<file path="src/rtl/ddr4_pll_pkg.sv">
// Shared types and constants for the DDR4 PLL phase-shift controller.
package ddr4_pll_pkg;

  typedef enum logic [2:0] {
    ST_PWRDN,
    ST_WAIT_LOCK,
    ST_IDLE,
    ST_SETUP,
    ST_ROT_HI,
    ST_ROT_LO,
    ST_LOAD,
    ST_DONE
  } pll_state_t;

  localparam logic [1:0] SEL_OUT0 = 2'd0;
  localparam logic [1:0] SEL_OUT2 = 2'd2;
  localparam logic [1:0] SEL_OUT3 = 2'd3;

  localparam int unsigned STEPS_W = 8;
  localparam int unsigned POS_W   = 9;
  localparam int unsigned CNT_W   = 16;

  function automatic logic sel_legal(input logic [1:0] sel);
    return (sel == SEL_OUT0) || (sel == SEL_OUT2) || (sel == SEL_OUT3);
  endfunction

endpackage

</file>
<file path="src/rtl/ddr4_pll_lock_sync.sv">
// Two-flop synchronizer bringing the raw PLL lock into the controller clock domain.
module ddr4_pll_lock_sync (
  input  logic clk,
  input  logic reset_n,
  input  logic lock_raw,
  output logic lock_sync
);

  logic meta;

  always_ff @(posedge clk) begin
    if (!reset_n) begin
      meta      <= 1'b0;
      lock_sync <= 1'b0;
    end else begin
      meta      <= lock_raw;
      lock_sync <= meta;
    end
  end

endmodule

</file>
<file path="src/rtl/ddr4_pll_phase_ctrl.sv">
// DDR4 PLL power-up/lock sequencing and phase-rotation request controller.
// Optional per-output phase position tracking: define DDR4_PLL_PHASE_TRACK_EN.
module ddr4_pll_phase_ctrl
  import ddr4_pll_pkg::*;
#(
  parameter int unsigned PD_CYCLES    = 16,
  parameter int unsigned LOCK_TIMEOUT = 4096,
  parameter int unsigned ROT_GAP      = 4
) (
  input  logic                      CLK,
  input  logic                      RESET_N,
  input  logic                      PLL_LOCK_0,
  input  logic                      REQ_VALID,
  output logic                      REQ_READY,
  input  logic [1:0]                REQ_OUT_SEL,
  input  logic                      REQ_DIR,
  input  logic [STEPS_W-1:0]        REQ_STEPS,
  output logic                      REQ_DONE,
  output logic                      REQ_ERR,
  output logic                      PLL_POWERDOWN_N_0,
  output logic                      PHASE_OUT0_SEL_0,
  output logic                      PHASE_OUT2_SEL_0,
  output logic                      PHASE_OUT3_SEL_0,
  output logic                      PHASE_DIRECTION_0,
  output logic                      PHASE_ROTATE_0,
  output logic                      LOAD_PHASE_N_0,
  output logic                      PLL_READY,
  output logic                      LOCK_LOST,
  output logic signed [POS_W-1:0]   PHASE_POS0,
  output logic signed [POS_W-1:0]   PHASE_POS2,
  output logic signed [POS_W-1:0]   PHASE_POS3
);

  localparam logic [CNT_W-1:0] PD_LAST  = CNT_W'(PD_CYCLES - 1);
  localparam logic [CNT_W-1:0] TO_LAST  = CNT_W'(LOCK_TIMEOUT - 1);
  localparam logic [CNT_W-1:0] GAP_LAST = CNT_W'(ROT_GAP - 1);

  pll_state_t         state, state_nxt;
  logic [CNT_W-1:0]   cnt;
  logic [STEPS_W-1:0] steps_left;
  logic [1:0]         req_sel;
  logic               req_dir, req_err;
  logic               lock_s, lock_lost;
  logic               active, abort, ready, accept, req_illegal, done_pulse, sel_on;

  ddr4_pll_lock_sync u_lock_sync (
    .clk       (CLK),
    .reset_n   (RESET_N),
    .lock_raw  (PLL_LOCK_0),
    .lock_sync (lock_s)
  );

  assign active      = state inside {ST_IDLE, ST_SETUP, ST_ROT_HI, ST_ROT_LO, ST_LOAD, ST_DONE};
  assign abort       = active && !lock_s;
  assign ready       = (state == ST_IDLE) && lock_s;
  assign accept      = ready && REQ_VALID;
  assign req_illegal = !sel_legal(REQ_OUT_SEL) || (REQ_STEPS == '0);
  // Gated by lock_s so a request aborted in its final cycle reports no completion.
  assign done_pulse  = (state == ST_DONE) && lock_s;

  always_ff @(posedge CLK) begin
    if (!RESET_N) state <= ST_PWRDN;
    else          state <= state_nxt;
  end

  always_comb begin
    state_nxt = state;
    case (state)
      ST_PWRDN:     if (cnt == PD_LAST) state_nxt = ST_WAIT_LOCK;
      ST_WAIT_LOCK: begin
        if (lock_s)              state_nxt = ST_IDLE;
        else if (cnt == TO_LAST) state_nxt = ST_PWRDN;
      end
      ST_IDLE:      if (accept) state_nxt = req_illegal ? ST_DONE : ST_SETUP;
      ST_SETUP:     state_nxt = ST_ROT_HI;
      ST_ROT_HI:    if (cnt == GAP_LAST) state_nxt = ST_ROT_LO;
      ST_ROT_LO: begin
        if (cnt == GAP_LAST)
          state_nxt = (steps_left == STEPS_W'(1)) ? ST_LOAD : ST_ROT_HI;
      end
      ST_LOAD:      state_nxt = ST_DONE;
      ST_DONE:      state_nxt = ST_IDLE;
      default:      state_nxt = ST_PWRDN;
    endcase
    if (abort) state_nxt = ST_WAIT_LOCK;
  end

  always_comb begin
    sel_on            = state inside {ST_SETUP, ST_ROT_HI, ST_ROT_LO, ST_LOAD};
    PLL_POWERDOWN_N_0 = (state != ST_PWRDN);
    PHASE_ROTATE_0    = (state == ST_ROT_HI);
    LOAD_PHASE_N_0    = (state != ST_LOAD);
    PHASE_OUT0_SEL_0  = sel_on && (req_sel == SEL_OUT0);
    PHASE_OUT2_SEL_0  = sel_on && (req_sel == SEL_OUT2);
    PHASE_OUT3_SEL_0  = sel_on && (req_sel == SEL_OUT3);
    PHASE_DIRECTION_0 = sel_on && req_dir;
    REQ_READY         = ready;
    REQ_DONE          = done_pulse;
    REQ_ERR           = done_pulse && req_err;
    PLL_READY         = active && lock_s;
    LOCK_LOST         = lock_lost;
  end

  // Phase counter restarts on every state change, including ROT_LO -> ROT_HI.
  always_ff @(posedge CLK) begin
    if (!RESET_N) begin
      cnt        <= '0;
      steps_left <= '0;
      req_sel    <= '0;
      req_dir    <= 1'b0;
      req_err    <= 1'b0;
      lock_lost  <= 1'b0;
    end else begin
      cnt <= (state_nxt != state) ? '0 : cnt + CNT_W'(1);
      if (accept) begin
        req_sel    <= REQ_OUT_SEL;
        req_dir    <= REQ_DIR;
        req_err    <= req_illegal;
        steps_left <= REQ_STEPS;
      end else if ((state == ST_ROT_LO) && (cnt == GAP_LAST)) begin
        steps_left <= steps_left - STEPS_W'(1);
      end
      if (abort) lock_lost <= 1'b1;
    end
  end

`ifdef DDR4_PLL_PHASE_TRACK_EN
  logic [STEPS_W-1:0]      req_steps;
  logic signed [POS_W-1:0] pos0, pos2, pos3, delta;

  assign delta = req_dir ? $signed({1'b0, req_steps}) : -$signed({1'b0, req_steps});

  always_ff @(posedge CLK) begin
    if (!RESET_N) begin
      req_steps <= '0;
      pos0      <= '0;
      pos2      <= '0;
      pos3      <= '0;
    end else begin
      if (accept) req_steps <= REQ_STEPS;
      if (done_pulse && !req_err) begin
        case (req_sel)
          SEL_OUT0: pos0 <= pos0 + delta;
          SEL_OUT2: pos2 <= pos2 + delta;
          SEL_OUT3: pos3 <= pos3 + delta;
          default:  ;
        endcase
      end
    end
  end

  assign PHASE_POS0 = pos0;
  assign PHASE_POS2 = pos2;
  assign PHASE_POS3 = pos3;
`else
  assign PHASE_POS0 = '0;
  assign PHASE_POS2 = '0;
  assign PHASE_POS3 = '0;
`endif

endmodule

</file>
<file path="config.mk">
export PLATFORM = sky130hd
export DESIGN_NAME = ddr4_pll_phase_ctrl
export DESIGN_NICKNAME = d
export VERILOG_FILES = /design/src/rtl/ddr4_pll_pkg.sv /design/src/rtl/ddr4_pll_lock_sync.sv /design/src/rtl/ddr4_pll_phase_ctrl.sv
export SDC_FILE = /design/constraint.sdc
export NUM_CORES = 1
export LEC_CHECK = 0
export CORE_MARGIN = 2
export CORE_UTILIZATION = 44
export DETAILED_ROUTE_END_ITERATION = 10
export PLACE_DENSITY = 0.76
export SETUP_SLACK_MARGIN = 0.2
export SYNTH_ARGS = -nofsm -noshare
export SYNTH_HDL_FRONTEND = slang
export SYNTH_SLANG_ARGS = --single-unit
</file>
<file path="constraint.sdc">
create_clock -name CLK -period 2.1 [get_ports CLK]
set_input_delay 0.42 -clock CLK [delete_from_list [all_inputs] [get_ports CLK]]
set_output_delay 0.42 -clock CLK [all_outputs]
set_load 0.03 [all_outputs]
</file>
**Word-level counts from Yosys, hierarchy flattened**

Cells that the tools add are included.

- RAM bits: 0
- Memories: 0
- Word-level logic and storage cells: 66
- Memory bits (read-only): 0
- Output and inout port bits: 39
- Input port bits: 15
- Latch bits: 0
- Bits in registers: 34

- Multipliers: 0
- Bitwise logic cells: 1
- Equal/unequal tests: 17
- $add $sub $neg: 2
- Muxes and demuxes: 12
- Reductions and logical operators: 25
- Div/mod/pow operators: 0
- Shift-type cells: 0
- Magnitude comparators: 0

Operators with widths:

| kind | count |
|---|---|
| 3-bit 2-to-1 mux | 8 |
| 3-bit case mux with 8 select lines | 1 |
| 16-bit by 1-bit adder with 16-bit output, second input constant | 1 |
| 16-bit by 12-bit equality test with 1-bit output, second input constant | 1 |
| 16-bit by 2-bit equality test with 1-bit output, second input constant | 1 |
| 16-bit by 4-bit equality test with 1-bit output, second input constant | 1 |
| 8-bit 2-to-1 mux | 2 |
| 3-bit equality test, second input constant | 4 |
| 1-bit logical AND | 11 |
| 2-bit equality test, second input constant | 4 |
| 8-bit by 1-bit equality test with 1-bit output, second input constant | 1 |
| 8-bit logical NOT | 1 |
| 8-bit by 1-bit subtractor with 8-bit output, second input constant | 1 |
| 3-bit by 2-bit equality test with 1-bit output, second input constant | 2 |
| 6-bit nonzero test | 1 |
| 2-bit logical NOT | 2 |
| 4-bit nonzero test | 1 |
| 3-bit by 1-bit equality test with 1-bit output, second input constant | 1 |
| 3-bit logical NOT | 1 |
| 1-bit logical OR | 3 |
| 3-bit inequality test | 1 |
| 3-bit inequality test, second input constant | 1 |
| 3-bit nonzero test | 1 |
| 1-bit logical NOT | 2 |
| 4 further kinds | 4 |

**Depth between registers and ports, before layout**

- Word-level depth: 11
- Depth in mapped cells: 8
- Mapped depth without buffers: 6

**Modules after synthesis**

From an unflattened synthesis, not the netlist that was laid out.

- Cells, all modules: 255
- Area total of the unflattened synthesis: 2174.6 µm²

Modules (own cells, without submodules):

| module | instances | seq. area each (µm²) | area each (µm²) | cells each |
|---|---|---|---|---|
| ddr4_pll_phase_ctrl | 1 | 640.6 | 2122.0 | 251 |
| ddr4_pll_lock_sync | 1 | 40.0 | 52.6 | 4 |

**Least setup slack after synthesis**

No wires, ideal clock.

- Path type: reg-to-reg
- Start point: register cnt[0]
- End point: register cnt[10]
- Cell stages (with the launch flop): 9
- Clock period less this slack: 2.070 ns
- Path buffers: 2
- Data required time: 1.978 ns
- Slack: 0.030 ns
- Arrival time: 1.948 ns
- Cells stage by stage: dfxtp_1 ha_1 and3_1 clkbuf_2 nand4_1 o2111a_1 o31ai_2 buf_2 a21oi_1

- Cells in the longest elaborated chain, start to end: 7

Ends and longest elaborated chain:

| what | line | RTL |
|---|---|---|
| from (decl) | ddr4_pll_phase_ctrl.sv:39 | `logic [CNT_W-1:0] cnt;` |
| from (signal assigned) | ddr4_pll_phase_ctrl.sv:114 | `cnt <= (state_nxt != state) ? '0 : cnt + CNT_W'(1);` |
| 16-bit by 12-bit equality test with 1-bit output | ddr4_pll_phase_ctrl.sv:72 | `else if (cnt == TO_LAST) state_nxt = ST_PWRDN;` |
| 3-bit 2-to-1 mux | ddr4_pll_phase_ctrl.sv:72 |  |
| 3-bit 2-to-1 mux | ddr4_pll_phase_ctrl.sv:71 | `if (lock_s) state_nxt = ST_IDLE;` |
| 3-bit case mux with 8 select lines | ddr4_pll_phase_ctrl.sv:68 | `case (state)` |
| 3-bit 2-to-1 mux | ddr4_pll_phase_ctrl.sv:85 | `if (abort) state_nxt = ST_WAIT_LOCK;` |
| 3-bit inequality test | ddr4_pll_phase_ctrl.sv:114 |  |
| 2-bit OR reduction (no line) | -- |  |

Several ways; a longest one is shown, not always the timed one.
A chain may end at the register's enable or synchronous reset.

**Final worst setup path**

- Start point: register cnt[8]
- End point: register state[0]

- Cells in the longest elaborated chain, start to end: 5

Ends and longest elaborated chain:

| what | line | RTL |
|---|---|---|
| 16-bit by 12-bit equality test with 1-bit output | ddr4_pll_phase_ctrl.sv:72 |  |
| 3-bit 2-to-1 mux | ddr4_pll_phase_ctrl.sv:72 |  |
| 3-bit 2-to-1 mux | ddr4_pll_phase_ctrl.sv:71 |  |
| 3-bit case mux with 8 select lines * | ddr4_pll_phase_ctrl.sv:68 |  |
| 3-bit 2-to-1 mux * | ddr4_pll_phase_ctrl.sv:85 |  |
| to (signal assigned) | ddr4_pll_phase_ctrl.sv:63 | `else state <= state_nxt;` |
| to (decl) | ddr4_pll_phase_ctrl.sv:38 | `pll_state_t state, state_nxt;` |

Mark *: on every way between the ends. The rest lies on a longest branch, timed or not.

==> results.toml <==
[cts]
clock_latency_ns = 0.28
clk_pin_slew_ns = 0.06
clockRootBuffer = "clkbuf_8"
cts-hold-fix-buffers = 0
clock_path_buffers = 2
cts_made_buffers = 5
cts.sinks = 34
tritoncts = "built"
htree_num_levels = 2

[routing]
post_drt_wl_per_cell_um = 14.2
num_vias = 1940
ant_nets = 0
drc = 0
drt_iter0_drc = 147
first_pass_iters = 4
viasPerCell = 5.43
drt_wl_total_um = 5060

[timing]
rsz0062_at_grt = "yes"
period_share_pct = 104
worst_slack_ns = -0.0796
fmax_mhz = 459
fin_setup_tns_ns = -0.177
min_period_ns = 2.18
hold_viol = 0
fin_skew_ns = 0.00363
drv_slew = 0
setup_viol = 8

[min_path]
hold-path-endpoint = "u_lock_sync.lock_sync"
hp-start = "u_lock_sync.meta"
hold_depth = 1
hp-class = "reg2reg"

[yosys]
synth_area_um2 = 2120
synth_area_leaders = "dfxtp_1 32%, buf_4 9.9%, a21oi_1 5.7%, xor2_1 3.7%, nand2_1 3.5%"
synth_top_area_share_pct = 32.2
synth_top_family_by_area = "simple AND/OR/NAND/NOR gates"
synth.most_common_cell = "dfxtp_1"
synth_fa_ha_area_share_pct = 1.77
synth-edff-count = 0
yosys_warnings = 0
synth.avg_cell_area_um2 = 8.43
ys_ff_latch = 34
yosysTopAreaCell = "dfxtp_1"
syn_inst = 251
ys_seq_area_share_pct = 32.2
synth_top_cells_by_count = "34 x dfxtp_1, 28 x buf_4, 24 x a21oi_1, 20 x nand2_1, 16 x nor2_1"
synth_xor_area_share_pct = 7.04
synth_cell_types = 54
async_flop_share_pct = 0
synthFlopType = "dfxtp_1"
synth_compound_area_share_pct = 17.7
synthSimpleGateAreaFrac_pct = 24.4
muxShareOfSynthArea_pct = 0.532

[setup_path]
crit_type = "reg2reg"
reg2reg_slack_ns = -0.08
cp-end-kind = "flop"
path_buf_inv = 2
rr_endpoint = "state[0]"
arrival_ns = 2.34
worstPathRequired_ns = 2.26
crit_fanout = 4
cp_slowest_stage_delay_ns = 0.57
start_kind = "flop"
crit_path_cell_trace = "or4_4 > nor4_4 > buf_4 > buf_4 > xor2_1 > a2111oi_2 > nor2_1"
cp_top_family = "simple AND/OR/NAND/NOR gates"
rr_worst_depth = 7
reg2reg_from = "cnt[8]"
crit_top_cell = "buf_4"
crit_slowest_cell = "or4_4"

[power]
power_density_nw_per_um2 = 485
switchingPower_uw = 329
peakVddDrop_uv = 301
p_leak_uw = 0.00108
sw_frac_of_total_pct = 25.2
p_int_uw = 975
clkPwrFrac_pct = 37.2
pwr-share-comb_pct = 12.5
seq_power_share_pct = 50.3

[finish]
final_area_um2 = 2690
diodes = 0
fin_cells = 357
post-route-util_pct = 57.3
layout.nets = 320
drive_above_1_share_pct = 25.7
syn2layout_area_growth_pct = 27.0

[placement]
dpl.cell_count = 338
gp_congestion = 0.838
place_area_um2 = 2420
hpwl_um = 3280
io_buffers = 26

[grt]
antenna_found_initial = 0
grt_pass1_vias = 1672
met2_usage_pct = 28.6
top_usage_layer = "met2"
use_met1_pct = 27.0
grt.overflow.total = 0
grt_first_pass_wirelength_um = 7990
grt_max_degree = 19
grtUsageMet3_pct = 5.08
grt_usage_pct = 19.3

[outcome]
violations = "negative setup slack"
status = "finished, violations left"

[die]
die_area_um2 = 5380
design.core.area_um2 = 4690
fp.dieH_um = 73.3
initial_core_util_pct = 45.1
ioPinCount = 54
die_width_um = 73.3
rows = 25

[job]
cap_violations = 0
==> cells by family (layout without fill, tap and decap cells) <==
kind of cell | count (synthesis) | count (layout)
AO/OA/AOI/OAI | 54 | 54
XOR/XNOR | 17 | 17
adder cells (fa/ha/maj) | 3 | 3
buffers and inverters | 49 | 75
flip-flops | 34 | 34
multiplexers | 1 | 1
other | 1 | 27
AND/OR/NAND/NOR | 92 | 92
==> worst max-delay path by stage <==
| stage | startpoint | to | cells past startpoint |
|---|---|---|---|
| after global placement | REQ_VALID | cnt[1] | 6 |
| after detailed placement | REQ_VALID | cnt[1] | 6 |
| after CTS | cnt[8] | state[0] | 7 |
| after global routing | cnt[8] | state[0] | 7 |
| after floorplan | cnt[0] | cnt[12] | 8 |
| final | cnt[8] | state[0] | 7 |
==> area by class of cell <==
| cell class | instances | area, um^2 |
|---|---|---|
| Timing Repair Buffer | 58 | 533 |
| Fill cell | 410 | 2010 |
| Clock inverter | 1 | 5.00 |
| Multi-Input combinational cell | 194 | 1270 |
| Tap cell | 54 | 67.6 |
| Inverter | 9 | 33.8 |
| Clock buffer | 7 | 86.3 |
| Sequential cell | 34 | 689 |
==> power by group through the flow <==
stage | clock network, uW | logic (uW) | registers, uW
2_1_floorplan | 0 | 138 | 670
3_3_place_gp | 0 | 143 | 670
3_5_place_dp | 0 | 144 | 671
4_1_cts | 490 | 161 | 657
5_1_grt | 525 | 175 | 656
6_report | 485 | 163 | 656
==> metrics by stage <==
step	hold slack [ns]	worst slack (ns)	power, uW
final	0.440	-0.0796	1300
after global routing	0.456	-0.151	1360
after CTS	0.444	0.0120	1310
after detailed placement	0.429	-0.111	815
after global placement	0.417	-0.0699	813
after floorplan	0.412	0.133	807
==> worst reg2reg max path, stage by stage (launching register included) <==
cell       delay (ns)
dfxtp_1          0.31
or4_4            0.57
nor4_4           0.31
buf_4            0.18
buf_4            0.11
xor2_1           0.07
a2111oi_2        0.39
nor2_1           0.12
==> per-layer routing <==
metal / part of all wire (%) / wire length (um)
met2: 49 / 2480
met5: 0 / 0
met1: 45 / 2280
met3: 4.6 / 235
met4: 1.4 / 73
==> layout by cell type, fill, tap and decap left out, types with 5 or more instances in the layout <==
cell / instances
dfxtp_1: 29
conb_1: 27
buf_4: 27
a21oi_1: 22
nand2_1: 20
nor2_1: 16
clkdlybuf4s50_1: 15
nand4_1: 9
xor2_1: 9
inv_1: 8
nand3_1: 8
xnor2_1: 8
nor3_1: 6
clkbuf_8: 6
and2_1: 5
==> repair_timing <==
| item | CTS | global route |
|---|---|---|
| pin swaps | 10 | 5 |
| endpoints found under the setup margin | 37 | 34 |
| resized for setup | 38 | 27 |
| endpoints found under the hold margin | 0 | 0 |
| cloned | 1 | 0 |
| buffers inserted | 8 | 2 |
==> sequential cells by signal, indices dropped and copies added (netlist names) <==
signal,flops
u_lock_sync.lock_sync,1
steps_left,8
req_err,1
u_lock_sync.meta,1
req_sel,2
req_dir,1
state,3
LOCK_LOST,1
cnt,16
No activity file was read; power rests on OpenSTA's default activity.
